<file path="src/rtl/rotate_pkg.sv">
// Shared encodings for the rotation DMA path: AHB codes, rotation codes,
// DMA FSM states and block geometry.
package rotate_pkg;

  localparam int unsigned BEATS = 8;
  localparam int unsigned DEPTH = BEATS * BEATS;

  localparam logic [1:0] HTRANS_IDLE   = 2'b00;
  localparam logic [1:0] HTRANS_NONSEQ = 2'b10;
  localparam logic [1:0] HTRANS_SEQ    = 2'b11;
  localparam logic [2:0] HBURST_INCR8  = 3'b101;
  localparam logic [2:0] HSIZE_WORD    = 3'b010;

  localparam logic [1:0] DEG_0   = 2'd0;
  localparam logic [1:0] DEG_90  = 2'd1;
  localparam logic [1:0] DEG_180 = 2'd2;
  localparam logic [1:0] DEG_270 = 2'd3;

  typedef enum logic [2:0] {
    StIdle,
    StAddr,
    StBurst,
    StDrain,
    StError
  } dma_state_e;

endpackage

</file>
<file path="src/rtl/core_buf.sv">
// 8x8 block buffer: write port indexed directly, registered read port through
// the rotation remap (enabled by CORE_DMA_ROTBUF_EN, identity otherwise).
module core_buf
  import rotate_pkg::*;
#(
  parameter int unsigned DATA_W = 32,
  parameter int unsigned BUF_DEPTH = DEPTH,
  parameter int unsigned IDX_W = $clog2(BUF_DEPTH)
) (
  input  logic              clk_i,
  input  logic              rst_i,
  input  logic              we_i,
  input  logic [IDX_W-1:0]  widx_i,
  input  logic [DATA_W-1:0] wdata_i,
  input  logic              re_i,
  input  logic [IDX_W-1:0]  ridx_i,
  input  logic [1:0]        deg_i,
  input  logic              dir_i,
  output logic [DATA_W-1:0] rdata_o
);

  logic [DATA_W-1:0] mem [BUF_DEPTH];
  logic [DATA_W-1:0] rdata_q;
  logic [IDX_W-1:0]  ridx_m;

`ifdef CORE_DMA_ROTBUF_EN
  function automatic logic [5:0] map_idx(logic [5:0] idx, logic [1:0] deg, logic dir);
    logic [2:0] r;
    logic [2:0] c;
    logic [1:0] eff;
    r   = idx[5:3];
    c   = idx[2:0];
    // Counter-clockwise swaps the quarter turns.
    eff = (!dir && deg[0]) ? {~deg[1], deg[0]} : deg;
    unique case (eff)
      DEG_0:   map_idx = {r, c};
      DEG_90:  map_idx = {3'd7 - c, r};
      DEG_180: map_idx = {3'd7 - r, 3'd7 - c};
      default: map_idx = {c, 3'd7 - r};
    endcase
  endfunction

  assign ridx_m = map_idx(ridx_i, deg_i, dir_i);
`else
  logic unused_rot;
  assign unused_rot = ^{deg_i, dir_i};
  assign ridx_m     = ridx_i;
`endif

  always_ff @(posedge clk_i) begin
    if (we_i) mem[widx_i] <= wdata_i;
  end

  always_ff @(posedge clk_i or posedge rst_i) begin
    if (rst_i) rdata_q <= '0;
    else if (re_i) rdata_q <= mem[ridx_m];
  end

  assign rdata_o = rdata_q;

endmodule

</file>
<file path="src/rtl/core_dma.sv">
// AHB INCR8 master moving one 8x8 block in/out of core_buf in lockstep with
// core_set; CORE_DMA_ROTBUF_EN selects buffer-side rotation.
module core_dma
  import rotate_pkg::*;
#(
  parameter int unsigned BEATS  = 8,
  parameter int unsigned DEPTH  = 64,
  parameter int unsigned ADDR_W = 32,
  parameter int unsigned DATA_W = 32
) (
  input  logic              I_HCLK,
  input  logic              I_HRESET,
  input  logic [ADDR_W-1:0] I_ADDR,
  input  logic              I_WRITE,
  input  logic              I_BUSY,
  input  logic              I_DIRECTION,
  input  logic [1:0]        I_DEGREES,
  output logic              O_DMA_READY,
  output logic [ADDR_W-1:0] O_HADDR,
  output logic [1:0]        O_HTRANS,
  output logic              O_HWRITE,
  output logic [2:0]        O_HSIZE,
  output logic [2:0]        O_HBURST,
  output logic [DATA_W-1:0] O_HWDATA,
  input  logic [DATA_W-1:0] I_HRDATA,
  input  logic              I_HREADY,
  input  logic              I_HRESP,
  output logic              O_ERR
);

  localparam int unsigned BEAT_W = $clog2(BEATS);
  localparam int unsigned IDX_W  = $clog2(DEPTH);
  localparam int unsigned SET_W  = IDX_W - BEAT_W;
  localparam logic [BEAT_W-1:0] LAST_BEAT = BEAT_W'(BEATS - 1);

  dma_state_e        state_q, state_d;
  logic [BEAT_W-1:0] beat_q, beat_d;
  logic [SET_W-1:0]  burst_q, burst_d;
  logic              err_q, err_d;
  logic              dvalid_q, dvalid_d;
  logic [IDX_W-1:0]  didx_q, didx_d;
  logic              dwrite_q, dwrite_d;
  logic [ADDR_W-1:0] base_q;
  logic              write_q;
  logic              dir_q;
  logic [1:0]        deg_q;

  logic active;
  logic err_now;
  logic accept;

  assign active  = (state_q == StBurst);
  assign err_now = dvalid_q & I_HRESP;
  assign accept  = active & I_HREADY & ~err_now;

  always_comb begin
    state_d  = state_q;
    beat_d   = beat_q;
    burst_d  = burst_q;
    err_d    = err_q;
    dvalid_d = dvalid_q;
    didx_d   = didx_q;
    dwrite_d = dwrite_q;

    // Address and data phases both stall on HREADY low.
    if (I_HREADY) dvalid_d = accept;
    if (accept) begin
      beat_d   = beat_q + BEAT_W'(1);
      didx_d   = {burst_q, beat_q};
      dwrite_d = write_q;
      if (beat_q == LAST_BEAT) burst_d = burst_q + SET_W'(1);
    end

    unique case (state_q)
      StIdle: if (I_BUSY && !err_q) state_d = StAddr;
      StAddr: begin
        state_d = StBurst;
        beat_d  = '0;
      end
      StBurst: if (accept && beat_q == LAST_BEAT) state_d = StDrain;
      StDrain: if (!(dvalid_q && !I_HREADY)) state_d = I_BUSY ? StAddr : StIdle;
      StError: begin
        beat_d  = '0;
        burst_d = '0;
        if (!I_BUSY) begin
          state_d = StIdle;
          err_d   = 1'b0;
        end
      end
      default: state_d = StIdle;
    endcase

    if (err_now) begin
      state_d  = StError;
      err_d    = 1'b1;
      dvalid_d = 1'b0;
    end
  end

  always_ff @(posedge I_HCLK or posedge I_HRESET) begin
    if (I_HRESET) begin
      state_q  <= StIdle;
      beat_q   <= '0;
      burst_q  <= '0;
      err_q    <= 1'b0;
      dvalid_q <= 1'b0;
      didx_q   <= '0;
      dwrite_q <= 1'b0;
      base_q   <= '0;
      write_q  <= 1'b0;
      dir_q    <= 1'b0;
      deg_q    <= DEG_0;
    end else begin
      state_q  <= state_d;
      beat_q   <= beat_d;
      burst_q  <= burst_d;
      err_q    <= err_d;
      dvalid_q <= dvalid_d;
      didx_q   <= didx_d;
      dwrite_q <= dwrite_d;
      if (state_q == StAddr) begin
        base_q  <= I_ADDR;
        write_q <= I_WRITE;
        dir_q   <= I_DIRECTION;
        deg_q   <= I_DEGREES;
      end
    end
  end

  always_comb begin
    O_HTRANS = HTRANS_IDLE;
    O_HADDR  = '0;
    O_HWRITE = 1'b0;
    O_HSIZE  = 3'b000;
    O_HBURST = 3'b000;
    if (active) begin
      O_HTRANS = (beat_q == '0) ? HTRANS_NONSEQ : HTRANS_SEQ;
      O_HADDR  = base_q + ADDR_W'({beat_q, 2'b00});
      O_HWRITE = write_q;
      O_HSIZE  = HSIZE_WORD;
      O_HBURST = HBURST_INCR8;
    end
  end

  assign O_DMA_READY = accept;
  assign O_ERR       = err_q;

  core_buf #(
    .DATA_W   (DATA_W),
    .BUF_DEPTH(DEPTH),
    .IDX_W    (IDX_W)
  ) u_buf (
    .clk_i  (I_HCLK),
    .rst_i  (I_HRESET),
    .we_i   (dvalid_q & ~dwrite_q & I_HREADY & ~I_HRESP),
    .widx_i (didx_q),
    .wdata_i(I_HRDATA),
    .re_i   (accept & write_q),
    .ridx_i ({burst_q, beat_q}),
    .deg_i  (deg_q),
    .dir_i  (dir_q),
    .rdata_o(O_HWDATA)
  );

endmodule
</file>
<file path="config.mk">
export PLATFORM = sky130hd
export DESIGN_NAME = core_dma
export DESIGN_NICKNAME = d
export VERILOG_FILES = /design/src/rtl/rotate_pkg.sv /design/src/rtl/core_buf.sv /design/src/rtl/core_dma.sv
export SDC_FILE = /design/constraint.sdc
export NUM_CORES = 2
export LEC_CHECK = 0
export ABC_CLOCK_PERIOD_IN_PS = 6400
export CAP_MARGIN = 20
export CORE_MARGIN = 3
export CORE_UTILIZATION = 60
export CTS_BUF_LIST = sky130_fd_sc_hd__clkbuf_8
export DETAILED_ROUTE_END_ITERATION = 6
export PLACE_DENSITY = 0.84
export SYNTH_ARGS = -nofsm -noshare
export SYNTH_HDL_FRONTEND = slang
export SYNTH_SLANG_ARGS = --single-unit
</file>
<file path="constraint.sdc">
create_clock -name I_HCLK -period 6.4 [get_ports I_HCLK]
set_clock_uncertainty 0.15 [all_clocks]
set_input_delay 1.6 -clock I_HCLK [delete_from_list [all_inputs] [get_ports I_HCLK]]
set_output_delay 1.6 -clock I_HCLK [all_outputs]
set_load 0.01 [all_outputs]
</file>
; ---- Yosys cells after proc, flatten, opt, wreduce, memory -nomap -nowiden
; Memory sizes are Yosys's and may differ from the RTL's. A register that Yosys moved wholly into a read port is not among the register bits.
; Index checks and enable logic that the tools add are counted.
[totals]
ff_bits = 51
latchBits = 0
ramBits = 2048
mem_bits_ro = 0
input_bits = 73
output_inout_bits = 75
elab_cells = 74
n_memories = 1
[op_classes]
addsub = 3
multipliers = 0
n_div = 0
n_lt_le_gt_ge = 0
eq_ne = 10
n_shift = 0
mux = 25
bitwise_logic = 10
reduce_logical = 16
[mem_list]
columns = memory, words, width, read_ports, rd_clocked_by_memory_dff, wr, line
row1 = u_buf.mem, 64, 32, 1, 1, 1, core_buf.sv:22  ; logic [DATA_W-1:0] mem [BUF_DEPTH];
[op_table]
columns = operator, count
row1 = $mux 3, 11
row2 = $add 32x5->32, 1
row3 = $mux 32, 1
row4 = $pmux 3 s5, 1
row5 = $mux 1, 10
row6 = $reduce_bool 2->1, 5
row7 = $ne 3x3->1 const B, 3
row8 = $and 1x1->1, 7
row9 = $add 3x1->3 const B, 2
row10 = $eq 3x2->1 const B, 2
row11 = $eq 3x3->1 const B, 2
row12 = $logic_not 3->1, 2
row13 = $mux 2, 2
row14 = $reduce_and 2->1, 2
row15 = $reduce_and 4->1, 1
row16 = $eq 3x1->1 const B, 1
row17 = $logic_and 1x1->1, 3
row18 = $ne 3x1->1 const B, 1
row19 = $not 1->1, 3
row20 = $logic_not 1->1, 2
row21 = $ne 2x1->1 const B, 1
row22 = $reduce_or 2->1, 1

; ---- Longest topological paths before layout
[depth]
ltp_word = 7
depth_mapped = 10
depth_no_buf = 8

; ---- By module
; From an unflattened synthesis, not the netlist that was laid out.
[unflattened]
cells_unflattened = 4142
area_unflattened_um2 = 82811.9
[modules_own_cells]
columns = mod, instances, cells_each, area_per_inst_um2, seq_area_each_um2
row1 = core_buf, 1, 3834, 79626.4, 62299.8
row2 = core_dma, 1, 308, 3185.6, 1351.3

; ---- Worst setup path before layout
; Ideal clock, no wire load.
[synth_timing]
path_type = reg-to-output
start = register beat_q[1]
end = output O_HADDR[24]
t_arrival_ns = 2.744
required_time_ns = 4.650
slack_ns = 1.906
path_stages_with_launch = 11
n_path_buf = 3
cell_sequence = dfrtp_1 -> clkbuf_2 -> clkinv_1 -> clkbuf_1 -> fa_1 -> nor2b_1 -> o21bai_1 -> or3_1 -> clkbuf_2 -> or3_1 -> a21oi_1
[synth_between]
elab_chain_len = 2
[synth_rtl]
columns = item, line
row1 = "start, declared", core_dma.sv:37  ; logic [BEAT_W-1:0] beat_q, beat_d;
row2 = "start signal, assigned", core_dma.sv:115  ; beat_q <= beat_d;
row3 = $add 32x5->32, core_dma.sv:138  ; O_HADDR = base_q + ADDR_W'({beat_q, 2'b00});
row4 = $mux 32, core_dma.sv:136  ; if (active) begin
row5 = "end, declared", core_dma.sv:19  ; output logic [ADDR_W-1:0] O_HADDR,
; Every way passes these cells.

; ---- Worst setup path in the final report
[layout_timing]
start = register beat_q[1]
end = output O_HADDR[30]
; Same word-level chain as after synthesis.

==> results.ini <==
[status]
status=finished, violations left
violations=DRC

[place]
dp_cells=6151
hpwl_um=113000
place_ws_ns=1.30
gp_congestion=0.858
dpl_cell_area_mm2=0.0868
port_buffers=141

[clocking]
cts.sinks=2131
ctsHtreeMaxLevel=5
cts_tree=yes
clock_latency_ns=1.02
hold_buffers=0
post_cts_buffers=0
cts.path.max_buffers=4
numCtsBuffers=337
cts_root_buf=clkbuf_8
cts-resized-gates=0
clkTransAtPathRegs_ns=0.06

[power]
p_seq_share_pct=53.1
switchingPower_mw=7.48
ir_drop_v=0.000306
p_leak_nw=28.6
pwr_density_cell_mw_per_mm2=322
swShare_pct=25.0
power_frac_clock_pct=35.1
p_int_mw=22.4
combPwrFrac_pct=11.8

[worst_setup_path]
cp_num_buf_inv=3
cp-start-kind=flop
cp_top_family=simple AND/OR/NAND/NOR gates
crit_fanout=19
critical_path_class=reg2out
slowest_stage=clkdlybuf4s50_1
worst_path_largest_cell_delay_ns=0.56
arrival_ns=4.39
crit_path_end_kind=output port
required_ns=4.65
path_cells=buf_4 > clkinv_1 > fa_1 > nor2b_1 > o21bai_1 > or3_1 > or3_1 > a21oi_1 > clkdlybuf4s50_1
crit_top_cell=or3_1

[sta]
fin_crit_sh_pct=95.9
hold_slack_ns=0.341
maxSlewHeadroom_pct=21.4
timing.final.hold_violations=0
rsz0062_at_grt=false
finalCriticalPeriod_ns=6.14
fin_setup_tns_ns=0
tightest_slew_ns=1.18
maxSlewViolCount=0
report.final.setup_viol=0
fmaxAchievable_ghz=0.163
setup_slack_ns=0.264

[routing]
routed_wl_um=206000
drc=1
avgViaCountPerCell=6.73
route.detailed.wl_per_inst_um=30.5
dr.first_iter.drc_count=6470
ant_nets=0
via_count=45360
firstDrtPassIters=7

[synth]
ys.flop_type=edfxtp_1
synth_warnings=0
synth.distinct_cells=69
synthTopCellsByCount=2048 x edfxtp_1, 326 x mux2i_1, 310 x mux2_2, 193 x mux4_2, 162 x a22oi_1
yosys-top-cells-area=edfxtp_1 74%, mux4_2 5.3%, mux2_2 4.2%
ys_seq_area_share_pct=76.8
syn_inst=4342
async_flop_share_pct=3.89
yosysTopAreaCell=edfxtp_1
synth_top_area_share_pct=74.3
synth_most_common_cell=edfxtp_1
synth_seq_cells=2131
syn_area_per_cell_um2=19.1
synth.cell_area_mm2=0.0828
synth-edff-count=2048

[floorplanning]
core_mm2=0.136
dieArea_mm2=0.142
die_h_um=377
initial_utilization_pct=60.8
pin_count=148
fp.dieW_um=377
rows=135

[global_route]
grtUsageTotal_pct=28.9
antenna_found_initial=15
grt_pass1_vias=45012
gr-total-overflow=0
grt_pass1_wl_um=297000
grt_max_degree=146

[finish]
final_cells=6743
design_area_mm2=0.0929
layout-drive-gt1-share_pct=24.0
final_nets=4795
fillers=7839
syn_to_final_growth_pct=12.3

[hold_path]
hp-class=reg2reg

[run]
cap_violations=0

==> per-stage QoR <==
| stage | total power [mW] | util (%) |
|---|---|---|
| global route | 30.8 | 68.3 |
| floorplan | 18.1 | - |
| CTS | 29.9 | 68.2 |
| finish | 29.9 | 68.3 |
| detailed placement | 19.6 | 63.8 |
| global placement | 19.5 | 63.8 |
==> sequential cells by signal, indices dropped and copies added, names as in the netlist <==
register	cells
dwrite_q	1
O_ERR	1
u_buf.mem	2048
dvalid_q	1
beat_q	3
didx_q	6
u_buf.rdata_o	32
write_q	1
base_q	32
burst_q	3
state_q	3
==> area by class of cell <==
cell class                 instances  area [um^2]  share of cell area [%]
multi-input combinational       1933        18400                    19.8
sequential                      2131        63600                    68.4
inverter                          15         58.8                  0.0633
clock buffer                     349         4800                    5.17
clock inverter                   233         1210                    1.30
tap                             1781         2230                    2.40
timing repair buffer             296         2680                    2.88
antenna                            5         12.5                  0.0135
==> cell families (layout without fill, tap and decap cells) <==
| family | Yosys count | in the layout | synth area share [%] |
|---|---|---|---|
| AO/OA/AOI/OAI | 584 | 584 | 4.89 |
| multiplexers | 829 | 829 | 13.4 |
| other | 1 | 8 | 0.00453 |
| buffers and inverters | 280 | 893 | 1.66 |
| adder cells (fa/ha/maj) | 8 | 8 | 0.130 |
| XOR/XNOR | 20 | 20 | 0.212 |
| AND/OR/NAND/NOR | 489 | 489 | 2.89 |
| flip-flops | 2131 | 2131 | 76.8 |
==> power by group through the flow <==
stage	registers [mW]	clock network [mW]	logic, mW
after floorplan	16.0	0	2.04
after global routing	15.9	11.2	3.71
after detailed placement	16.1	0	3.46
after CTS	15.9	10.6	3.49
final	15.9	10.5	3.52
after global placement	16.1	0	3.37
==> worst paths after layout <==
kind,start,end,slack (ns),cells after the start
setup / recovery,beat_q[1]$_DFFE_PP0P_,O_HADDR[30],0.26,9
hold / removal,dwrite_q$_DFFE_PP0P_,dwrite_q$_DFFE_PP0P_,0.34,1
hold reg to reg,dwrite_q$_DFFE_PP0P_,dwrite_q$_DFFE_PP0P_,0.34,1
setup reg to reg,beat_q[0]$_DFFE_PP0P_,u_buf.rdata_o[28]$_DFFE_PP0P_,1.60,8
max in group asynchronous,I_HRESET,u_buf.rdata_o[12]$_DFFE_PP0P_,4.04,3
min in group asynchronous,I_HRESET,base_q[25]$_DFFE_PP0P_,0.87,2
==> metal layers <==
layer | GRT usage, % | vias to the layer above | part of all wire [%]
met5 | 0 | - | 0.055
met4 | 12.7 | 14 | 4.3
met3 | 8.54 | 515 | 13
met2 | 44.0 | 3469 | 47
met1 | 39.4 | 22873 | 36
li1 | - | 18489 | -
==> cells in the final DEF (no fill, tap or decap), types with 36 or more instances in the layout <==
cell type           n
o22ai_1           156
o21ai_0            48
a22oi_1           162
mux2_2            310
inv_1             104
nor2b_1            36
clkinv_1           85
nor4_1             37
mux2i_1           326
clkinv_2           42
clkdlybuf4s50_1   109
buf_4             133
nand2_1           111
edfxtp_1         2048
dfrtp_1            79
nor2_4             65
nor2_1             90
mux4_2            193
nand3_1            78
clkbuf_8          349
a21oi_1            47
(Power assumes the default switching activity.)
